## src/rtl/conv_frame_collector.sv

```systemverilog
// Collects out-of-order 3x3 window results into a frame buffer.
// Once every position is filled, the frame streams out in raster order over valid/ready.
module conv_frame_collector #(
    parameter int IMG_W = 8,
    parameter int IMG_H = 8,
    parameter int DW    = 9
) (
    input  logic                              clk,
    input  logic                              rst_n,
    input  logic                              in_valid,
    input  logic signed [DW-1:0]              in_data,
    input  logic [$clog2(IMG_W)-1:0]          in_x,
    input  logic [$clog2(IMG_H)-1:0]          in_y,
    output logic                              out_valid,
    input  logic                              out_ready,
    output logic signed [DW-1:0]              out_data,
    output logic [$clog2(IMG_W)-1:0]          out_x,
    output logic [$clog2(IMG_H)-1:0]          out_y,
    output logic                              out_last,
    output logic                              busy,
    output logic [$clog2((IMG_W-2)*(IMG_H-2)+1)-1:0] fill_cnt,
    output logic                              overrun,
    output logic                              err_coord
);
    localparam int OUT_W = IMG_W - 2;
    localparam int OUT_H = IMG_H - 2;
    localparam int N     = OUT_W * OUT_H;
    localparam int XW    = $clog2(IMG_W);
    localparam int YW    = $clog2(IMG_H);
    localparam int CW    = $clog2(N + 1);

    typedef enum logic [1:0] {COLLECT, LOAD, DRAIN} state_t;
    state_t state, state_nxt;

    logic signed [DW-1:0] mem [N];
    logic [N-1:0]         written;
    logic [CW-1:0]        rd;
    logic [CW-1:0]        wr_addr;
    logic                 in_range, wr_en, is_new, fill_done, hs, last_hs;

    assign in_range  = (int'(in_x) < OUT_W) && (int'(in_y) < OUT_H);
    assign wr_addr   = CW'(int'(in_y) * OUT_W + int'(in_x));
    assign wr_en     = in_valid && in_range && (state == COLLECT);
    assign is_new    = wr_en && !written[wr_addr];
    assign fill_done = is_new && (fill_cnt == CW'(N - 1));
    assign hs        = (state == DRAIN) && out_valid && out_ready;
    assign last_hs   = hs && (rd == CW'(N - 1));

    always_ff @(posedge clk) begin
        if (!rst_n) state <= COLLECT;
        else        state <= state_nxt;
    end

    always_comb begin
        state_nxt = state;
        case (state)
            COLLECT: if (fill_done) state_nxt = LOAD;
            LOAD:    state_nxt = DRAIN;
            DRAIN:   if (last_hs) state_nxt = COLLECT;
            default: state_nxt = COLLECT;
        endcase
    end

    // Result storage is deliberately left out of reset.
    always_ff @(posedge clk) begin
        if (wr_en) mem[wr_addr] <= in_data;
    end

    always_ff @(posedge clk) begin
        if (!rst_n) begin
            out_valid <= 1'b0;
            out_data  <= '0;
            out_x     <= '0;
            out_y     <= '0;
            out_last  <= 1'b0;
            busy      <= 1'b0;
            fill_cnt  <= '0;
            overrun   <= 1'b0;
            err_coord <= 1'b0;
            written   <= '0;
            rd        <= '0;
        end else begin
            if (in_valid && !in_range && state == COLLECT) err_coord <= 1'b1;
            // Anything outside COLLECT (load cycle included) is dropped.
            if (in_valid && state != COLLECT) overrun <= 1'b1;

            if (wr_en) begin
                written[wr_addr] <= 1'b1;
                if (is_new) fill_cnt <= fill_cnt + CW'(1);
            end
            if (fill_done) busy <= 1'b1;

            if (state == LOAD) begin
                rd        <= '0;
                out_data  <= mem[0];
                out_x     <= '0;
                out_y     <= '0;
                out_valid <= 1'b1;
                out_last  <= (N == 1);
            end

            if (hs) begin
                if (last_hs) begin
                    out_valid <= 1'b0;
                    out_last  <= 1'b0;
                    busy      <= 1'b0;
                    fill_cnt  <= '0;
                    written   <= '0;
                end else begin
                    rd       <= rd + CW'(1);
                    out_data <= mem[rd + CW'(1)];
                    out_last <= (rd + CW'(1) == CW'(N - 1));
                    if (out_x == XW'(OUT_W - 1)) begin
                        out_x <= '0;
                        out_y <= out_y + YW'(1);
                    end else begin
                        out_x <= out_x + XW'(1);
                    end
                end
            end
        end
    end
endmodule

```

## config.mk

```make
export PLATFORM = sky130hd
export DESIGN_NAME = conv_frame_collector
export DESIGN_NICKNAME = d
export VERILOG_FILES = /design/src/rtl/conv_frame_collector.sv
export SDC_FILE = /design/constraint.sdc
export NUM_CORES = 1
export LEC_CHECK = 0
export ABC_AREA = 1
export BUFFER_PORTS_ARGS = -buffer_cell sky130_fd_sc_hd__buf_2
export CAP_MARGIN = 20
export CELL_PAD_IN_SITES_DETAIL_PLACEMENT = 0
export CELL_PAD_IN_SITES_GLOBAL_PLACEMENT = 1
export CORE_MARGIN = 4
export CORE_UTILIZATION = 45
export CTS_BUF_LIST = sky130_fd_sc_hd__clkbuf_4
export CTS_CLUSTER_DIAMETER = 30
export DETAILED_ROUTE_END_ITERATION = 8
export PLACE_DENSITY_LB_ADDON = 0.3
export REMOVE_ABC_BUFFERS = 1
export SETUP_SLACK_MARGIN = 0.2
export SLEW_MARGIN = 20
export SYNTH_ARGS = -nofsm -noshare
export SYNTH_HDL_FRONTEND = slang
export SYNTH_SLANG_ARGS = --single-unit
```

## constraint.sdc

```tcl
create_clock -name clk -period 7.78 [get_ports clk]
set_input_delay 1.556 -clock clk [delete_from_list [all_inputs] [get_ports clk]]
set_output_delay 1.556 -clock clk [all_outputs]
set_load 0.01 [all_outputs]
```

== Word-level counts from Yosys, hierarchy flattened ==
Memories as Yosys holds them, arrays and structs flattened.
Index checks and enable logic that the tools add are counted.

* Add/sub/neg operators: 5
* $mul: 1
* $lt $le $gt $ge: 4
* Eq/ne operators: 8
* Mux-type cells: 39
* Bitwise logic cells: 1
* Reductions and logical operators: 18

{| class="wikitable"
|+ Operators with widths
! operator !! number
|-
| 36-bit 2-to-1 mux || 3
|-
| 6-bit 2-to-1 mux || 7
|-
| 36-bit OR || 1
|-
| 9-bit 2-to-1 mux || 3
|-
| 3-bit 2-to-1 mux || 8
|-
| 6-bit equality test, second input constant || 3
|-
| 1-bit 2-to-1 mux || 13
|-
| 6-bit by 1-bit adder with 6-bit output, second input constant || 2
|-
| 1-bit logical AND || 12
|-
| 6-bit by 7-bit < comparator with 1-bit output, second input constant || 1
|-
| 3-bit by 1-bit adder with 3-bit output, second input constant || 2
|-
| 6-bit by 3-bit adder with 6-bit output || 1
|-
| 1-bit binary-select mux with 6-bit select || 1
|-
| 1-bit demux with 6-bit select || 1
|-
| 6-bit by 1-bit greater-or-equal comparator with 1-bit output, second input constant || 1
|-
| 3-bit < comparator, second input constant || 2
|-
| 2-bit case mux with 3 select lines || 1
|-
| 3-bit by 2-bit multiplier with 5-bit output, second input constant || 1
|-
| 2-bit 2-to-1 mux || 2
|-
| 2-bit != test, second input constant || 2
|-
| 2-bit nonzero test || 2
|-
| 3-bit equality test, second input constant || 1
|-
| 2-bit by 1-bit equality test with 1-bit output, second input constant || 1
|-
| 2-bit equality test, second input constant || 1
|-
| 3 further kinds || 4
|}

* Register bits after elaboration: 70
* Memory bits (writable): 324
* Output and inout bits: 26
* Word-level logic and storage cells: 89
* Memories kept: 1

{| class="wikitable"
|+ Memory list
! name !! words !! width !! rd ports !! clocked after Yosys merged registers in !! write ports !! RTL line !! RTL
|-
| mem || 36 || 9 || 2 || 0 || 1 || 35 || <nowiki>logic signed [DW-1:0] mem [N];</nowiki>
|}

== Logic depth before layout (Yosys ltp) ==
Gate-level depths: netlist (run 1).

* Depth in word-level cells: 10
* Depth in mapped cells: 17

== Worst setup path before layout (run 1) ==
OpenSTA, ideal clock, no wires.

* Path kind: input to register
* From: input in_y[0]
* To: memory mem[4][0], enable pin
* Setup time: 376 ps
* Arrival: 3485 ps
* Data required time: 7404 ps
* Setup slack: 3919 ps
* Stages: 10
* Path buffers: 0
* Path through: ha_1 inv_1 fa_1 xnor2_1 inv_1 nor2_1 inv_1 nor2_1 inv_1 nor2_1

* Longest elaborated chain between the ends: 6

{| class="wikitable"
|+ RTL lines
! item !! RTL line !! RTL
|-
| start: declaration || 13 || <nowiki>input logic [$clog2(IMG_H)-1:0] in_y,</nowiki>
|-
| branches (longest 6 deep; another with 6-bit by 3-bit adder with 6-bit output) || n/a ||
|-
| end: declaration || 35 ||
|}

Several ways; the timed one is not identified.

== Worst setup path after layout (run 1) ==
* From: input in_y[1]
* To: memory mem[9][5], enable pin

Same word-level chain as after synthesis.

==> qor.csv, run 1 <==
metric,value,unit
status,finished clean,
fraction of power consumed by combinational cells,3.7,%
CP max FO,10,
arrival time reported for the critical path endpoint,4.20,ns
Worst Max-Slew Pin Slew,1.02,ns
kind of cell adding the most delay to the critical path,simple AND/OR/NAND/NOR gates,
detailed-placement wirelength estimate,25.5,mm
Tot GR Track Use,21.7,%
Finish-stage setup viols,0,
type of element launching the critical path,primary input,
total via count in the routed design,11300,
final hold slack,0.458,ns
final-stage net count,1592,
flip-flop and latch count after synthesis,394,
sequential cell fraction of total power,53.5,%
initial core utilization,45.9,%
Internal,3.34,mW
total overflow reported by the global router,0,
number of buffers added on ports,44,
sort of element at the end of the critical path,flop,
max-slew headroom at the worst pin,31.8,%
fill cell total of the finished layout,3287,
setup repair after global routing missed its margin,false,
post-DR vias/cell,5.37,
Std-Cell Core Area,35700,µm²
synthesis-to-finish area growth,11.5,%
path type of the worst setup path,primary input to flop,
final wirelength,42.6,mm
fraction of the cycle the final worst path needs,49.3,%
number of buffers added to fix hold violations after cts,0,
power per standard cell area,235,nW/µm²
initial antenna violation count,2,
worst IR drop on VDD,0.152,mV
clock tree from TritonCTS,built,
clock-pin slew on the worst setup and hold paths,0.07,ns
Fin. Hold Viols,0,
slack of the worst reg-to-reg path,4.16,ns
area of the die,39600,µm²
Max Transition Viols Final,0,
clock sink count,394,
Final min period,3.83,ns
met3 track demand over resource in global routing,4.84,%
total number of H-tree levels,3,
synthesized cell area,16400,µm²
number of buffer and inverter instances along the worst setup path,2,
starting DRC count in detailed routing,1052,
instance area at placement,16900,µm²
depth of the worst register-to-register path,9,
Final Cell Area,18300,µm²
number of top-level design ports,45,
unique cell type count in the Yosys netlist,40,
Leakage,6.44,nW
Clock power frac,42.8,%
Final GP Congestion,0.834,
Crit path depth,11,
number of synthesized flops with an enable pin,324,
met1 track demand over resource,30.9,%
width of the chip,199,µm
Final Skew,0.0444,ns
wire length of the first global-routing pass,64.4,mm
number of standard cells after synthesis,1480,
PostCTS Resize Cnt,0,
crit-path max cell delay,0.79,ns
Post-CTS Setup Inserts,0,
Hold Path Class,flop to flop,
most frequent standard cell in the layout excluding fill and tap cells,sky130_fd_sc_hd__nor2_1,
Sw Ratio,22.5,%
worst-path cell chain,buf_2 -> ha_1 -> inv_1 -> fa_1 -> nor2_1 -> nand3_1 -> nand2_1 -> nand2_1 -> nor2_1 -> nand2_1 -> nor2_1,
chip height,199,µm
Cells on Worst Hold Path,2,
share of layout cells above drive strength 1,15.8,%
pin count of the biggest net entering global routing,109,
sequential-to-total area share from yosys stat,67.8,%
fraction of met2 tracks used by global routing,32.6,%
Root Buffer,sky130_fd_sc_hd__clkbuf_4,
Post-route DRC,0,
Post-DRT Antenna Nets,0,
DR WL/cell,20.2,µm
latest clock arrival within the worst-skew pair,0.77,ns
Max clock buf depth,3,
synthesized area divided by synthesized cell count,11.1,µm²
Worst path slowest cell,sky130_fd_sc_hd__nor2_1,
number of maximum-capacitance constraint violations,0,
number of CTS-inserted buffers,105,
data required time at the worst endpoint,8.15,ns
FMAX,261,MHz
total number of placement rows,69,
vias in the first global route,10900,
global-route layer with the greatest usage,met2,
switching pwr,0.968,mW
count of warnings emitted by yosys,0,
"Primary FF master, synth",sky130_fd_sc_hd__edfxtp_1,
"Async S/R FF share, synth",0,%
"commonest cells after routing, fill and taps aside","380 x sky130_fd_sc_hd__nor2_1, 324 x sky130_fd_sc_hd__edfxtp_1, 177 x sky130_fd_sc_hd__o21ai_0, 153 x sky130_fd_sc_hd__clkbuf_4, 90 x sky130_fd_sc_hd__nand2_1",
first-pass detailed-route iteration total,5,
layout make-up:
| type | instances | area, µm² | share of cell area [%] |
|---|---|---|---|
| sequential | 394 | 11100 | 60.9 |
| multi-input combinational | 924 | 4550 | 24.9 |
| clock buffer | 153 | 1150 | 6.28 |
| tap | 461 | 577 | 3.15 |
| inverter | 84 | 318 | 1.74 |
| timing repair buffer | 53 | 308 | 1.68 |
| clock inverter | 40 | 249 | 1.36 |
| antenna | 3 | 7.51 | 0.0410 |
flip-flops by register name, summed over array words and instances (netlist names):
signal,count
busy,1
err_coord,1
fill_cnt,6
mem,324
out_data,9
out_last,1
out_valid,1
out_x,3
out_y,3
overrun,1
rd,6
state,2
written,36
synth_stat cells (2+ instances only):
cell type                  instances  share of area [%]
sky130_fd_sc_hd__xor2_1            2               0.11
sky130_fd_sc_hd__nand4_1           5               0.19
sky130_fd_sc_hd__a21oi_1          28               0.85
sky130_fd_sc_hd__nand3_1          88                2.7
sky130_fd_sc_hd__clkinv_1          2              0.046
sky130_fd_sc_hd__nand2_2           2              0.076
sky130_fd_sc_hd__nor2_1          381                8.7
sky130_fd_sc_hd__or2_0             2              0.076
sky130_fd_sc_hd__o22ai_1           9               0.34
sky130_fd_sc_hd__o21ai_0         177                5.4
sky130_fd_sc_hd__nor3_1            5               0.15
sky130_fd_sc_hd__buf_1             4              0.091
sky130_fd_sc_hd__a21oi_2           8               0.43
sky130_fd_sc_hd__buf_4            12               0.55
sky130_fd_sc_hd__a211oi_1          3               0.14
sky130_fd_sc_hd__fa_1              2               0.24
sky130_fd_sc_hd__edfxtp_1        324                 59
sky130_fd_sc_hd__buf_2            15               0.46
sky130_fd_sc_hd__dfxtp_1          70                8.5
sky130_fd_sc_hd__nor2_2            3               0.11
sky130_fd_sc_hd__buf_6            11               0.75
sky130_fd_sc_hd__nor2_4            3               0.21
sky130_fd_sc_hd__nand3_2           2               0.12
sky130_fd_sc_hd__o21ai_1           7               0.21
sky130_fd_sc_hd__inv_2             9               0.21
sky130_fd_sc_hd__nand2_4           2               0.14
sky130_fd_sc_hd__clkbuf_1         36               0.82
sky130_fd_sc_hd__nor4_1            2              0.076
sky130_fd_sc_hd__ha_1              9               0.69
sky130_fd_sc_hd__o211ai_1         86                3.9
sky130_fd_sc_hd__nand2_1          90                2.1
sky130_fd_sc_hd__inv_1            73                1.7
power by group through the flow:
| stage | sequential (mW) | clock, mW | combinational [mW] |
|---|---|---|---|
| after global routing | 2.30 | 2.02 | 0.177 |
| after floorplan | 2.35 | 0 | 0.0807 |
| after CTS | 2.30 | 1.89 | 0.160 |
| after global placement | 2.35 | 0 | 0.157 |
| after detailed placement | 2.35 | 0 | 0.159 |
| final | 2.30 | 1.84 | 0.160 |
metrics by stage:
stage               TNS (ns)  cells  utilization, %  power (mW)  setup WS (ns)
floorplan              -6.12   1402               -        2.43         -0.638
global placement           0   1915            47.2        2.50           3.20
detailed placement         0   1915            47.2        2.51           3.14
CTS                        0   2108            51.1        4.35           4.00
global route               0   2112            51.2        4.49           3.80
finish                     0   2112            51.2        4.30           3.95
worst min-delay path: stages (launching register included):
cell and delay, ns:
sky130_fd_sc_hd__dfxtp_1 0.31, sky130_fd_sc_hd__inv_1 0.05, sky130_fd_sc_hd__a21oi_1 0.05
cells by family after synthesis:
kind of cell    after synthesis  share of synthesized area, %
xor+xnor                      5                         0.427
flops                       394                          67.8
compound gates              319                          11.4
simple gates                589                          14.9
fa+ha+maj                    11                         0.930
buf+inv                     162                          4.60
path summary, 6_finish.rpt:
| check | from | end |
|---|---|---|
| worst min-delay path | busy | busy |
| worst max register to register | rd[0] | out_data[1] |
| worst max-delay path | in_y[1] | mem[9][5] |
| worst min register to register | busy | busy |
metal layers:
layer | share of wire, % | vias up
li1 | - | 5448
met1 | 45 | 5388
met2 | 45 | 434
met3 | 7.4 | 64
met4 | 2.9 | 0
met5 | 0 | -
(Power assumes the default switching activity.)
==> inputs of run 2 (changes only) <==
- clock period: 7.78 -> 3.1 ns (I/O delays scaled with it)
==> run 2 against run 1 <==
- global-route usage shrank 0.47 points
- flip-flop and latch count is the same
- hold slack lost 0.31 ns
- count of clock-buffer cells in the layout shrank 6
- routed wire length shrank 1.1%
- clock skew grew 0.013 ns
- die area is the same
- critical path depth shrank 3
- sequential power grew to 2.5 times the previous value
- worst setup slack lost 3.6 ns
- critical path type is now flop to flop
- critical endpoint is now out_data[6]
- highest routed layer is now met5
==> qor.csv, run 2 (same netlist as run 1, synthesis figures left out) <==
metric,value,unit,change
status,finished clean,,
CP max FO,37,,+27
pin count of the biggest net entering global routing,156,,+43%
type of element launching the critical path,flop,,
first-pass detailed-route iteration total,5,,unchanged
Tot GR Track Use,21.2,%,-0.47 points
slack of the worst reg-to-reg path,0.30,ns,-3.86 ns
latest clock arrival within the worst-skew pair,0.78,ns,about the same
path type of the worst setup path,flop to flop,,
starting DRC count in detailed routing,983,,-6.6%
fraction of the cycle the final worst path needs,90.3,%,
vias in the first global route,11200,,+2.5%
data required time at the worst endpoint,3.72,ns,-4.43 ns
synthesis-to-finish area growth,13.5,%,
final wirelength,42.1,mm,-1.1%
Final Skew,0.0577,ns,+0.0133 ns
Leakage,6.66,nW,+3.5%
total overflow reported by the global router,0,,unchanged
clock sink count,394,,unchanged
Finish-stage setup viols,0,,unchanged
DR WL/cell,19.6,µm,-2.7%
start of the worst register-to-register path,rd[0],,
Sw Ratio,22.6,%,+0.070 points
Cells on Worst Hold Path,3,,+1
global-route layer with the greatest usage,met2,,
number of buffers added to fix hold violations after cts,0,,unchanged
Post-route DRC,0,,unchanged
fraction of power consumed by combinational cells,3.8,%,about the same
sort of element at the end of the critical path,flop,,
PostCTS Resize Cnt,0,,unchanged
met3 track demand over resource in global routing,4.73,%,-0.12 points
chip height,199,µm,unchanged
Post-DRT Antenna Nets,0,,unchanged
power per standard cell area,575,nW/µm²,+140%
Post-CTS Setup Inserts,0,,unchanged
Max Transition Viols Final,0,,unchanged
clock tree from TritonCTS,built,,
sequential cell fraction of total power,53.9,%,+0.4 points
hold path startpoint,in_valid,,
"Endpoint, Worst Hold",overrun,,
post-route setup TNS,0,ns,unchanged
wire length of the first global-routing pass,63.9,mm,-0.70%
"Most flops, register",mem,,
Std-Cell Core Area,35700,µm²,unchanged
area of the die,39600,µm²,unchanged
Clock power frac,42.3,%,-0.5 points
setup repair after global routing missed its margin,false,,
final core area utilization,52.1,%,+0.93 points
number of buffers added on ports,44,,unchanged
Fin. Hold Viols,0,,unchanged
max-slew headroom at the worst pin,40.6,%,+8.8 points
number of maximum-capacitance constraint violations,0,,unchanged
final-stage net count,1638,,+2.9%
final hold slack,0.148,ns,-0.310 ns
max FFs per register,324,,unchanged
total number of H-tree levels,3,,unchanged
total via count in the routed design,11500,,+1.5%
leading registers by flop count,"mem: 324 flops, written: 36 flops, out_data: 9 flops",,
Internal,8.30,mW,+150%
number of CTS-inserted buffers,101,,-3.8%
Worst Max-Slew Pin Slew,0.890,ns,-0.129 ns
Root Buffer,sky130_fd_sc_hd__clkbuf_4,,
most frequent standard cell in the layout excluding fill and tap cells,sky130_fd_sc_hd__nor2_1,,
total number of placement rows,69,,unchanged
met1 track demand over resource,29.6,%,-1.3 points
detailed-placement wirelength estimate,25.3,mm,-0.54%
initial core utilization,45.9,%,unchanged
initial antenna violation count,2,,unchanged
Max clock buf depth,3,,unchanged
clock-pin slew on the worst setup and hold paths,0.07,ns,about the same
arrival time reported for the critical path endpoint,3.42,ns,-0.78 ns
worst IR drop on VDD,0.274,mV,+80%
Final min period,2.80,ns,
FMAX,357,MHz,
number of top-level design ports,45,,unchanged
depth of the worst register-to-register path,8,,-1
Final GP Congestion,0.835,,+0.22%
width of the chip,199,µm,unchanged
fraction of met2 tracks used by global routing,33.1,%,+0.49 points
switching pwr,2.42,mW,+150%
endpoint of the most critical register-to-register path,out_data[6],,
"commonest cells after routing, fill and taps aside","381 x sky130_fd_sc_hd__nor2_1, 324 x sky130_fd_sc_hd__edfxtp_1, 177 x sky130_fd_sc_hd__o21ai_0, 147 x sky130_fd_sc_hd__clkbuf_4, 90 x sky130_fd_sc_hd__nand2_1",,
share of layout cells above drive strength 1,17.9,%,+2.1 points
Hold Path Class,primary input to flop,,
post-DR vias/cell,5.36,,about the same
## run 2: area by class of cell
class	count	area, µm²
fill	3259	17100
sequential	394	11100
multi-input combinational	924	4550
clock buffer	147	1100
timing repair buffer	103	713
tap	461	577
inverter	84	318
clock inverter	32	230
antenna	1	2.50
## run 2: routing by layer
layer  up-vias  routed length, µm
li1       5525                  -
met1      5575              18700
met2       338              19500
met3        67               2880
met4         2               1010
met5         -                  7
## run 2: how the worst max path moves through the flow
| stage | from | end | slack, ns |
|---|---|---|---|
| 6_report | rd[0] | out_data[6] | 0.30 |
| 5_1_grt | rd[0] | out_data[8] | 0.22 |
| 4_1_cts | rd[0] | out_data[0] | 0.34 |
| 3_5_place_dp | in_y[1] | mem[0][8] | -0.002 |
| 3_3_place_gp | in_y[1] | mem[9][0] | 0.006 |
| 2_1_floorplan | rd[0] | out_data[0] | -5.32 |
## run 2: through the flow
stage	total power [mW]	std cells	cell area, µm²	setup WS (ns)
after global placement	6.29	1966	17300	0.00573
final	10.7	2146	18600	0.301
after CTS	10.8	2145	18600	0.337
after global routing	11.2	2146	18600	0.217
after detailed placement	6.30	1966	17300	-0.00171
after floorplan	6.09	1402	16000	-5.32
## run 2: critical path, stage by stage, from the launching register on
cell,delay (ns)
sky130_fd_sc_hd__dfxtp_4,0.53
sky130_fd_sc_hd__ha_1,0.37
sky130_fd_sc_hd__xor2_4,0.12
sky130_fd_sc_hd__inv_2,0.63
sky130_fd_sc_hd__o211ai_1,0.30
sky130_fd_sc_hd__nand3_1,0.20
sky130_fd_sc_hd__nand3_1,0.22
sky130_fd_sc_hd__nand3_1,0.18
sky130_fd_sc_hd__a21oi_1,0.08
## run 2: power by group through the flow
stage / logic [mW] / clock network, mW / registers [mW]
2_1_floorplan: 0.203 / 0 / 5.89
3_3_place_gp: 0.403 / 0 / 5.89
3_5_place_dp: 0.410 / 0 / 5.89
4_1_cts: 0.411 / 4.65 / 5.78
5_1_grt: 0.453 / 4.94 / 5.78
6_report: 0.408 / 4.53 / 5.78
